--- config.mk ---
export PLATFORM = sky130hd
export DESIGN_NAME = rr_mux_arbiter_flat
export DESIGN_NICKNAME = d
export VERILOG_FILES = /design/src/rtl/rr_mux_arbiter_pkg.sv /design/src/rtl/rr_mux_arbiter_if.sv /design/src/rtl/rr_mux_arbiter_prio_pick.sv /design/src/rtl/rr_mux_arbiter.sv /design/src/flat_wrapper.sv
export SDC_FILE = /design/constraint.sdc
export NUM_CORES = 1
export LEC_CHECK = 0
export ABC_CLOCK_PERIOD_IN_PS = 2500
export CAP_MARGIN = 20
export CORE_MARGIN = 1.5
export CORE_UTILIZATION = 42
export CTS_CLUSTER_SIZE = 25
export DETAILED_ROUTE_END_ITERATION = 10
export PLACE_DENSITY = 0.74
export REMOVE_ABC_BUFFERS = 1
export SLEW_MARGIN = 20
export SYNTH_ARGS = -nofsm -noshare
export SYNTH_HDL_FRONTEND = slang
export SYNTH_SLANG_ARGS = --single-unit
--- constraint.sdc ---
create_clock -name clk -period 2.5 [get_ports clk]
set_input_delay 0.5 -clock clk [delete_from_list [all_inputs] [get_ports clk]]
set_output_delay 0.5 -clock clk [all_outputs]
set_load 0.005 [all_outputs]
--- src/rtl/rr_mux_arbiter_pkg.sv ---
// Shared types and constants for the round-robin mux arbiter slice.
// Holds the channel index type, channel count and output-register state encodings.
package rr_mux_arbiter_pkg;

    localparam int NUM_CH = 4;

    typedef logic [1:0] ch_idx_t;

    typedef enum logic {
        EMPTY = 1'b0,
        FULL  = 1'b1
    } state_e;

    // Binary index of a one-hot vector; an all-zero vector maps to 0.
    function automatic ch_idx_t onehot_to_idx(input logic [NUM_CH-1:0] oh);
        ch_idx_t idx;
        idx = '0;
        for (int i = 0; i < NUM_CH; i++) begin
            if (oh[i]) begin
                idx = ch_idx_t'(i);
            end
        end
        return idx;
    endfunction

endpackage

--- src/rtl/rr_mux_arbiter_if.sv ---
// Request/grant and output handshake bundle between requesters, mux and arbiter.
// The master modport is the arbiter's view; slave is the requester/consumer view.
interface rr_mux_arbiter_if #(
    parameter int N = 4
);
    import rr_mux_arbiter_pkg::*;

    logic [NUM_CH-1:0] req;
    logic [NUM_CH-1:0] gnt;
    ch_idx_t           sel;
    logic [N-1:0]      mux_out;
    logic [N-1:0]      out_data;
    logic              out_valid;
    logic              out_ready;
    ch_idx_t           out_ch;

    modport master (
        input  req,
        input  mux_out,
        input  out_ready,
        output gnt,
        output sel,
        output out_data,
        output out_valid,
        output out_ch
    );

    modport slave (
        output req,
        output mux_out,
        output out_ready,
        input  gnt,
        input  sel,
        input  out_data,
        input  out_valid,
        input  out_ch
    );

endinterface

--- src/rtl/rr_mux_arbiter_prio_pick.sv ---
// Rotating-priority picker: first requesting channel after 'last', wrapping modulo 4.
module rr_prio_pick
    import rr_mux_arbiter_pkg::*;
(
    input  logic [NUM_CH-1:0] req_i,
    input  ch_idx_t           last_i,
    output logic [NUM_CH-1:0] gnt_o
);

    ch_idx_t idx;
    logic    found;

    // Offset NUM_CH lands back on 'last', so a lone requester is still picked.
    always_comb begin
        gnt_o = '0;
        found = 1'b0;
        idx   = '0;
        for (int i = 1; i <= NUM_CH; i++) begin
            idx = last_i + ch_idx_t'(i);
            if (!found && req_i[idx]) begin
                gnt_o[idx] = 1'b1;
                found      = 1'b1;
            end
        end
    end

endmodule

--- src/rtl/rr_mux_arbiter.sv ---
// Round-robin 4-channel arbiter with bounded bursts, driving the mux select and
// capturing the selected word in a single-entry valid/ready output register.
module rr_mux_arbiter
    import rr_mux_arbiter_pkg::*;
#(
    parameter int N     = 4,
    parameter int BURST = 1
) (
    input logic              clk,
    input logic              rst,
    rr_mux_arbiter_if.master bus
);

    localparam logic [3:0] BURST_LIM = 4'(BURST - 1);

    state_e            state_q, state_d;
    ch_idx_t           last_q, last_d;
    logic              have_last_q, have_last_d;
    logic [3:0]        burst_cnt_q, burst_cnt_d;
    logic [N-1:0]      out_data_q, out_data_d;
    ch_idx_t           out_ch_q, out_ch_d;

    logic              can_load;
    logic              burst_hold;
    logic              grant_any;
    logic [NUM_CH-1:0] rr_gnt;
    logic [NUM_CH-1:0] gnt;
    ch_idx_t           gnt_idx;

    rr_prio_pick u_pick (
        .req_i  (bus.req),
        .last_i (last_q),
        .gnt_o  (rr_gnt)
    );

    // Burst hold needs a real previous grant; right after reset 'last' only seeds the rotation.
    always_comb begin
        can_load   = (state_q == EMPTY) || bus.out_ready;
        burst_hold = have_last_q && (burst_cnt_q < BURST_LIM) && bus.req[last_q];
        gnt        = '0;
        if (can_load && (bus.req != '0)) begin
            if (burst_hold) begin
                gnt[last_q] = 1'b1;
            end else begin
                gnt = rr_gnt;
            end
        end
        grant_any = |gnt;
        gnt_idx   = onehot_to_idx(gnt);
    end

    always_ff @(posedge clk) begin
        if (rst) begin
            state_q <= EMPTY;
        end else begin
            state_q <= state_d;
        end
    end

    always_comb begin
        state_d = state_q;
        case (state_q)
            EMPTY: begin
                if (grant_any) begin
                    state_d = FULL;
                end
            end
            FULL: begin
                if (!grant_any && bus.out_ready) begin
                    state_d = EMPTY;
                end
            end
            default: state_d = EMPTY;
        endcase
    end

    always_comb begin
        bus.out_valid = (state_q == FULL);
        bus.gnt       = gnt;
        bus.sel       = gnt_idx;
        bus.out_data  = out_data_q;
        bus.out_ch    = out_ch_q;
    end

    // A new word can replace a draining one on the same edge, so loads ignore state.
    always_comb begin
        out_data_d  = out_data_q;
        out_ch_d    = out_ch_q;
        last_d      = last_q;
        have_last_d = have_last_q;
        burst_cnt_d = burst_cnt_q;
        if (grant_any) begin
            out_data_d  = bus.mux_out;
            out_ch_d    = gnt_idx;
            last_d      = gnt_idx;
            have_last_d = 1'b1;
            if (have_last_q && (gnt_idx == last_q)) begin
                burst_cnt_d = (burst_cnt_q >= BURST_LIM) ? BURST_LIM : burst_cnt_q + 4'd1;
            end else begin
                burst_cnt_d = 4'd0;
            end
        end
    end

    always_ff @(posedge clk) begin
        if (rst) begin
            out_data_q  <= '0;
            out_ch_q    <= '0;
            last_q      <= 2'd3;
            have_last_q <= 1'b0;
            burst_cnt_q <= 4'd0;
        end else begin
            out_data_q  <= out_data_d;
            out_ch_q    <= out_ch_d;
            last_q      <= last_d;
            have_last_q <= have_last_d;
            burst_cnt_q <= burst_cnt_d;
        end
    end

endmodule

--- src/flat_wrapper.sv ---
// flat-port wrapper written by rule: the top's interface ports become plain ports
module rr_mux_arbiter_flat import rr_mux_arbiter_pkg::*;
#(
    parameter int N     = 4,
    parameter int BURST = 1
)
  (clk, rst, bus_req, bus_mux_out, bus_out_ready, bus_gnt, bus_sel, bus_out_data, bus_out_valid, bus_out_ch);
  rr_mux_arbiter_if #(.N(N)) bus_i ();
  input logic clk;
  input logic rst;
  input wire logic [$bits(bus_i.req)-1:0] bus_req;
  input wire logic [$bits(bus_i.mux_out)-1:0] bus_mux_out;
  input wire logic [$bits(bus_i.out_ready)-1:0] bus_out_ready;
  output wire logic [$bits(bus_i.gnt)-1:0] bus_gnt;
  output wire logic [$bits(bus_i.sel)-1:0] bus_sel;
  output wire logic [$bits(bus_i.out_data)-1:0] bus_out_data;
  output wire logic [$bits(bus_i.out_valid)-1:0] bus_out_valid;
  output wire logic [$bits(bus_i.out_ch)-1:0] bus_out_ch;
  assign bus_i.req = bus_req;
  assign bus_i.mux_out = bus_mux_out;
  assign bus_i.out_ready = bus_out_ready;
  assign bus_gnt = bus_i.gnt;
  assign bus_sel = bus_i.sel;
  assign bus_out_data = bus_i.out_data;
  assign bus_out_valid = bus_i.out_valid;
  assign bus_out_ch = bus_i.out_ch;
  rr_mux_arbiter #(.N(N), .BURST(BURST)) u_core (.clk(clk), .rst(rst), .bus(bus_i));
endmodule
==> metrics.yaml, run 1 <==
sta:
  rsz0062_at_grt: "yes"
  layout_setup_ws_ps: -520.5
  fin_tns_setup_ps: -3251
  fin_crit_sh: 1.208
  clock_skew_ps: 6.954
  worst_pin_slew_ps: 408.2
  hold_viol: 0
  fmax_ghz: 0.3311
  fin_crit_ps: 3020
  setup_viol: 13
  max_slew_margin: 0.7270
  slew_viol_final: 0
pwr:
  p_sw_frac: 0.4242
  ir_drop_uv: 1136
  clkPwrFrac: 0.049
  powerDensity_nw_per_um2: 1430
  p_sw_uw: 999.0
  total_power_mw: 2.355
  p_leak_nw: 0.7459
  intPower_mw: 1.356
  seqPwrFrac: 0.103
  combPwrFrac: 0.848
yosys:
  synth_top_area_share: 0.2090
  mappedNetlistArea_um2: 862.1
  synth_cell_types: 36
  avgSynthCellArea_um2: 9.270
  post-synth-top-area-cell: "dfxtp_1"
  synth_common_cells: "nand2b_1 (10), dfxtp_1 (9), nor2_1 (9), ha_1 (8), a21oi_1 (7)"
  synthFlopType: "dfxtp_1"
  synth-warning-count: 0
  synth_edf_count: 0
  synthTopCellsByArea: "dfxtp_1 (21%), ha_1 (12%), mux4_2 (7.8%), nand2b_1 (7.3%), mux2i_1 (5.8%)"
  ys_seq_elements: 9
  synth_most_common_cell: "nand2b_1"
  seq_area_frac_synth: 0.2090
  syn_inst: 93
  async_flop_share: 0
floorplan:
  ios: 24
  placementRows: 16
  core_um2: 1942
  die_area_um2: 2333
  die_h_um: 48.31
  die_x_um: 48.31
  initial_utilization: 0.4439
clocking:
  root_buffer: "clkbuf_4"
  ctsHtreeMaxLevel: 1
  cts_buffers: 3
  cts_tree: "done"
  worst_skew_pair.late_latency_ps: 270
  hold_buffers: 0
  cts_buffer_depth: 2
  cts.clk_slew.worst_paths_ps: 60
  cts.sinks: 9
worst_setup_path:
  r2r_start: "u_core.last_q[1]"
  ff2ff_path_depth: 11
  rrSetupSlack_ps: -160
  crit_start: "u_core.last_q[1]"
  start_kind: "register"
  crit_type: "register to primary output"
  r2r-end: "u_core.bus.out_data[2]"
  arrival_ps: 2520
  cp-end-kind: "primary output"
  worstPathRequired_ps: 2000
  critPathMaxFanout: 3
routing:
  first_pass_iters: 4
  vias: 1103
  drt-wirelength-per-cell_um: 19.08
  drtAntennaViolNets: 0
  drcViolationCount: 0
  drtIter0Drc: 31
  vias_per_cell: 5.745
  wl_um: 3663
cells_and_area:
  drive_gt1_frac: 0.5576
  area_growth_pct: 91.00
  ff_latch_area_um2: 182.7
  multiInputGateArea_um2: 783.3
  fin_cells: 192
  post-route-cell-area_um2: 1647
  n_fill_cell: 109
  num-nets-final: 185
  num_antenna_cells: 0
worst_hold_path:
  hp-start: "u_core.bus.out_data[0]"
  hold_path.class: "register to register"
  min_to: "u_core.bus.out_data[0]"
  whs_path_depth: 2
run:
  drv_cap: 0
placed_design:
  dp_cells: 175
  place_area_um2: 1381
  place.gp.congestion: 1.006
  place_ws_ps: -902.7
  io_buffers: 23
  dp_hpwl_um: 2194
grt:
  grt_pass1_wl_um: 5313
  grt_pass1_vias: 1081
  grt_max_degree: 15
  antenna_found_initial: 0
  grtUsageTotal: 0.2943
  grt_overflow: 0
status:
  outcome: "finished with violations"
  violations: "setup timing"
## cell type report
cell class | instances | area share
multi-input combinational | 76 | 0.4757
inverter | 5 | 0.01140
sequential | 9 | 0.1109
tap | 27 | 0.02052
clock buffer | 4 | 0.01596
timing repair buffer | 71 | 0.3655
## layout by cell type (no fill, tap or decap), types with 5 or more instances in the layout
| cell type | netlist | final |
|---|---|---|
| clkdlybuf4s50_1 | 0 | 13 |
| dfxtp_1 | 9 | 7 |
| nor2_1 | 9 | 7 |
| ha_1 | 8 | 7 |
| mux2i_1 | 5 | 5 |
| buf_6 | 1 | 7 |
| buf_4 | 0 | 40 |
| a21oi_2 | 1 | 5 |
| buf_2 | 1 | 5 |
| nand2b_1 | 10 | 9 |
## power groups by stage
stage,logic (mW),clock network (mW),registers [mW]
after global placement,1.44,0,0.232
after global routing,2.09,0.122,0.250
after CTS,1.74,0.117,0.241
after detailed placement,1.46,0,0.239
final,2.00,0.115,0.242
after floorplan,0.643,0,0.258
## metrics by stage
| step | hold WS (ps) | utilization |
|---|---|---|
| after global routing | 527.6 | 0.8479 |
| after CTS | 482.8 | 0.8080 |
| after detailed placement | 472.8 | 0.7113 |
| after floorplan | 464.4 | - |
| final | 486.0 | 0.8479 |
| after global placement | 459.0 | 0.7113 |
## metal layers
metal / up-vias / GRT usage / routed length (um)
met5: - / 0 / 0
met4: 0 / 0.1095 / 184
met3: 24 / 0.03395 / 263
met2: 62 / 0.5741 / 1889
met1: 521 / 0.3230 / 1326
li1: 496 / - / -
## sequential cells by signal (all words and copies together), names as in the netlist
name                  cells
u_core.bus.out_valid      1
u_core.bus.out_data       4
u_core.last_q             2
u_core.bus.out_ch         2
## how the worst max path moves through the flow
stage,slack (ps),endpoint,cells past startpoint
finish,-520,bus_sel[0],12
global route,-580,bus_sel[0],12
CTS,-460,bus_sel[0],12
detailed placement,-900,bus_sel[0],8
global placement,-920,bus_sel[0],8
floorplan,-430,bus_sel[0],8
## worst max-delay path, cell delays in order (launching register included)
cell	delay [ps]
dfxtp_2	340
inv_2	50
ha_4	280
buf_6	100
mux4_2	360
buf_4	180
a21oi_4	140
a221oi_4	80
buf_4	150
nor4b_4	300
nor2_2	80
inv_2	80
buf_2	110
## what timing repair did
action	4_1_cts	5_1_grt
setup buffers	8	6
endpoints found under the setup margin	15	13
gates resized for setup	60	7
pin swaps	12	11
## logic make-up (layout without fill, tap and decap cells)
group	after synthesis	in the layout	share of synthesized area
AND/OR/NAND/NOR	28	28	0.1843
multiplexers	9	9	0.1669
flip-flops	9	9	0.2090
buffers and inverters	8	80	0.04497
adder cells (fa/ha/maj)	8	8	0.1161
AO/OA/AOI/OAI	31	31	0.2787
Note: power is estimated with default switching activity, not from simulation.
==> run 2: changes to the inputs <==
--- a/config.mk
+++ b/config.mk
@@ -7,11 +7,14 @@
 export LEC_CHECK = 0
 export ABC_CLOCK_PERIOD_IN_PS = 2500
 export CAP_MARGIN = 20
+export CELL_PAD_IN_SITES_DETAIL_PLACEMENT = 1
+export CELL_PAD_IN_SITES_GLOBAL_PLACEMENT = 1
+export CORE_ASPECT_RATIO = 0.6
 export CORE_MARGIN = 1.5
-export CORE_UTILIZATION = 42
+export CORE_UTILIZATION = 31
 export CTS_CLUSTER_SIZE = 25
 export DETAILED_ROUTE_END_ITERATION = 10
-export PLACE_DENSITY = 0.74
+export PLACE_DENSITY_LB_ADDON = 0.1
 export REMOVE_ABC_BUFFERS = 1
 export SLEW_MARGIN = 20
 export SYNTH_ARGS = -nofsm -noshare
==> run 2 against run 1 <==
The run still ends with setup timing left. Sequential cell count unchanged. Clock skew down 3.6 ps. Sequential power up 2%. Critical endpoint unchanged. Largest cell class unchanged. Largest power group unchanged. Highest routed layer unchanged.
==> metrics.yaml, run 2 (synthesis results as in run 1) <==
worst_setup_path:
  worst-path-buf-inv: 6
  crit_chain: "inv_2 > ha_4 > buf_6 > mux4_2 > buf_6 > buf_4 > a221oi_4 > o41ai_4 > nor2_2 > inv_2 > buf_6"
  cpMostUsedCell: "buf_6"
  cp-end-kind: "primary output"
  worst_path_max_delay_cell: "a221oi_4"
  crit_type: "register to primary output"
  start_kind: "register"
  arrival_ps: 2510
  crit_family: "buffers and inverters"
  worstPathRequired_ps: 2000
  cpPeakStageDelay_ps: 360
  critPathMaxFanout: 3
sta:
  setup_viol: 15
  fin_crit_sh: 1.204
  clock_skew_ps: 3.374
  worst_pin_slew_ps: 509.1
  layout_setup_ws_ps: -510.4
  rsz0062_at_grt: "yes"
  slew_viol_final: 0
  max_slew_margin: 0.6595
  holdWs_ps: 474.4
  fmax_ghz: 0.3322
  fin_crit_ps: 3010
  hold_viol: 0
cells_and_area:
  fin_cells: 199
  num-nets-final: 187
  area_growth_pct: 102.0
  drive_gt1_frac: 0.5928
  final_common_cell: "buf_4"
  post-route-cell-area_um2: 1742
  final_cell_mix: "buf_4 (37), buf_6 (14), clkdlybuf4s50_1 (13)"
  num_antenna_cells: 0
  n_fill_cell: 282
  largest_reg_flops: 4
run:
  drv_cap: 0
routing:
  drtIter0Drc: 75
  drt-wirelength-per-cell_um: 24.22
  wl_um: 4820
  vias_per_cell: 5.648
  first_pass_iters: 4
  drcViolationCount: 0
  drtAntennaViolNets: 0
  vias: 1124
floorplan:
  core_um2: 2575
  die_x_um: 71.08
  ios: 24
  die_h_um: 43.85
  die_area_um2: 3117
  placementRows: 14
  initial_utilization: 0.3348
clocking:
  cts.sinks: 9
  root_buffer: "clkbuf_8"
  cts_buffer_depth: 2
  cts.clk_slew.worst_paths_ps: 50
  hold_buffers: 0
  worst_skew_pair.late_latency_ps: 250
  ctsHtreeMaxLevel: 1
  cts_buffers: 3
  cts_tree: "done"
placed_design:
  place.gp.congestion: 0.9310
  place_area_um2: 1368
  dp_hpwl_um: 2382
  io_buffers: 23
  dp_cells: 179
pwr:
  powerDensity_nw_per_um2: 1537
  ir_drop_uv: 597.6
  p_leak_nw: 0.7794
status:
  violations: "setup timing"
  outcome: "finished with violations"
grt:
  grt_pass1_vias: 1131
  grtUsageTotal: 0.2952
  grt_overflow: 0
  grt_pass1_wl_um: 6651
  grt_max_degree: 15
  antenna_found_initial: 0
worst_hold_path:
  hold_path.class: "register to register"
[run 2: cell count changes in the layout (fill, tap and decap cells not counted), sizes merged]
cell / change
buf: +2
dlygate4sd2: +2
clkdlybuf4s15: -2
[run 2: area by class of cell]
| class | instances | area (um^2) | share of cell area |
|---|---|---|---|
| Sequential cell | 9 | 182.7 | 0.1049 |
| Multi-Input combinational cell | 76 | 825.8 | 0.4741 |
| Timing Repair Buffer | 73 | 629.4 | 0.3614 |
| Tap cell | 32 | 40.04 | 0.02299 |
| Inverter | 5 | 18.77 | 0.01078 |
| Clock buffer | 4 | 45.04 | 0.02586 |
[run 2: final timing paths]
path | from | to | slack, ps | cells past startpoint
setup / recovery | u_core.last_q[0] | bus_sel[0] | -510 | 11
hold / removal | u_core.bus.out_data[0] | u_core.bus.out_data[0] | 470 | 2
setup reg to reg | u_core.last_q[0] | u_core.last_q[0] | -200 | 12
hold reg to reg | u_core.bus.out_data[0] | u_core.bus.out_data[0] | 470 | 2
[run 2: through the flow]
step	worst slack (ps)	util	setup TNS (ps)	power, mW
finish	-510.4	0.6764	-2954	2.678
global route	-564.5	0.6764	-3989	2.779
floorplan	-433.0	-	-3390	0.9009
global placement	-927.4	0.5311	-7227	1.656
CTS	-432.5	0.6433	-2392	2.345
detailed placement	-935.0	0.5311	-7811	1.701
[run 2: repair_timing]
| action | 4_1_cts | 5_1_grt |
|---|---|---|
| pin swaps | 15 | 16 |
| setup endpoints to repair | 15 | 15 |
| endpoints found under the hold margin | 0 | 0 |
| setup buffers | 17 | 11 |
| gates resized for setup | 63 | 18 |
[run 2: worst reg2reg max path, delay by kind of cell, from the launching register on]
family,cells,cell delay (ps)
AO/OA/AOI/OAI,3,750
adder cells (fa/ha/maj),1,270
buffers and inverters,6,670
flip-flops,1,350
multiplexers,1,350
AND/OR/NAND/NOR,1,180
[run 2: metal layers]
layer / track usage / vias up / routed length (um)
met5: 0 / - / 0
met4: 0.09057 / 0 / 203
met3: 0.04884 / 18 / 278
met2: 0.5009 / 57 / 2146
met1: 0.3921 / 548 / 2191
li1: - / 501 / -
[run 2: where the power goes]
part | switching (mW) | leakage (nW) | internal, mW | total, mW
Clock | 0.0734 | 0.0228 | 0.113 | 0.186
Combinational | 1.07 | 0.683 | 1.18 | 2.25
Sequential | 0.0384 | 0.0740 | 0.207 | 0.246
Total | 1.18 | 0.779 | 1.50 | 2.68
==> run 3: changes to the inputs <==
--- a/config.mk
+++ b/config.mk
@@ -12,7 +12,8 @@
 export CORE_ASPECT_RATIO = 0.6
 export CORE_MARGIN = 1.5
 export CORE_UTILIZATION = 31
-export CTS_CLUSTER_SIZE = 25
+export CTS_CLUSTER_DIAMETER = 40
+export CTS_CLUSTER_SIZE = 10
 export DETAILED_ROUTE_END_ITERATION = 10
 export PLACE_DENSITY_LB_ADDON = 0.1
 export REMOVE_ABC_BUFFERS = 1
==> results of run 3 <==
Same layout as run 2: the final DEF is identical, and so are final timing and power.
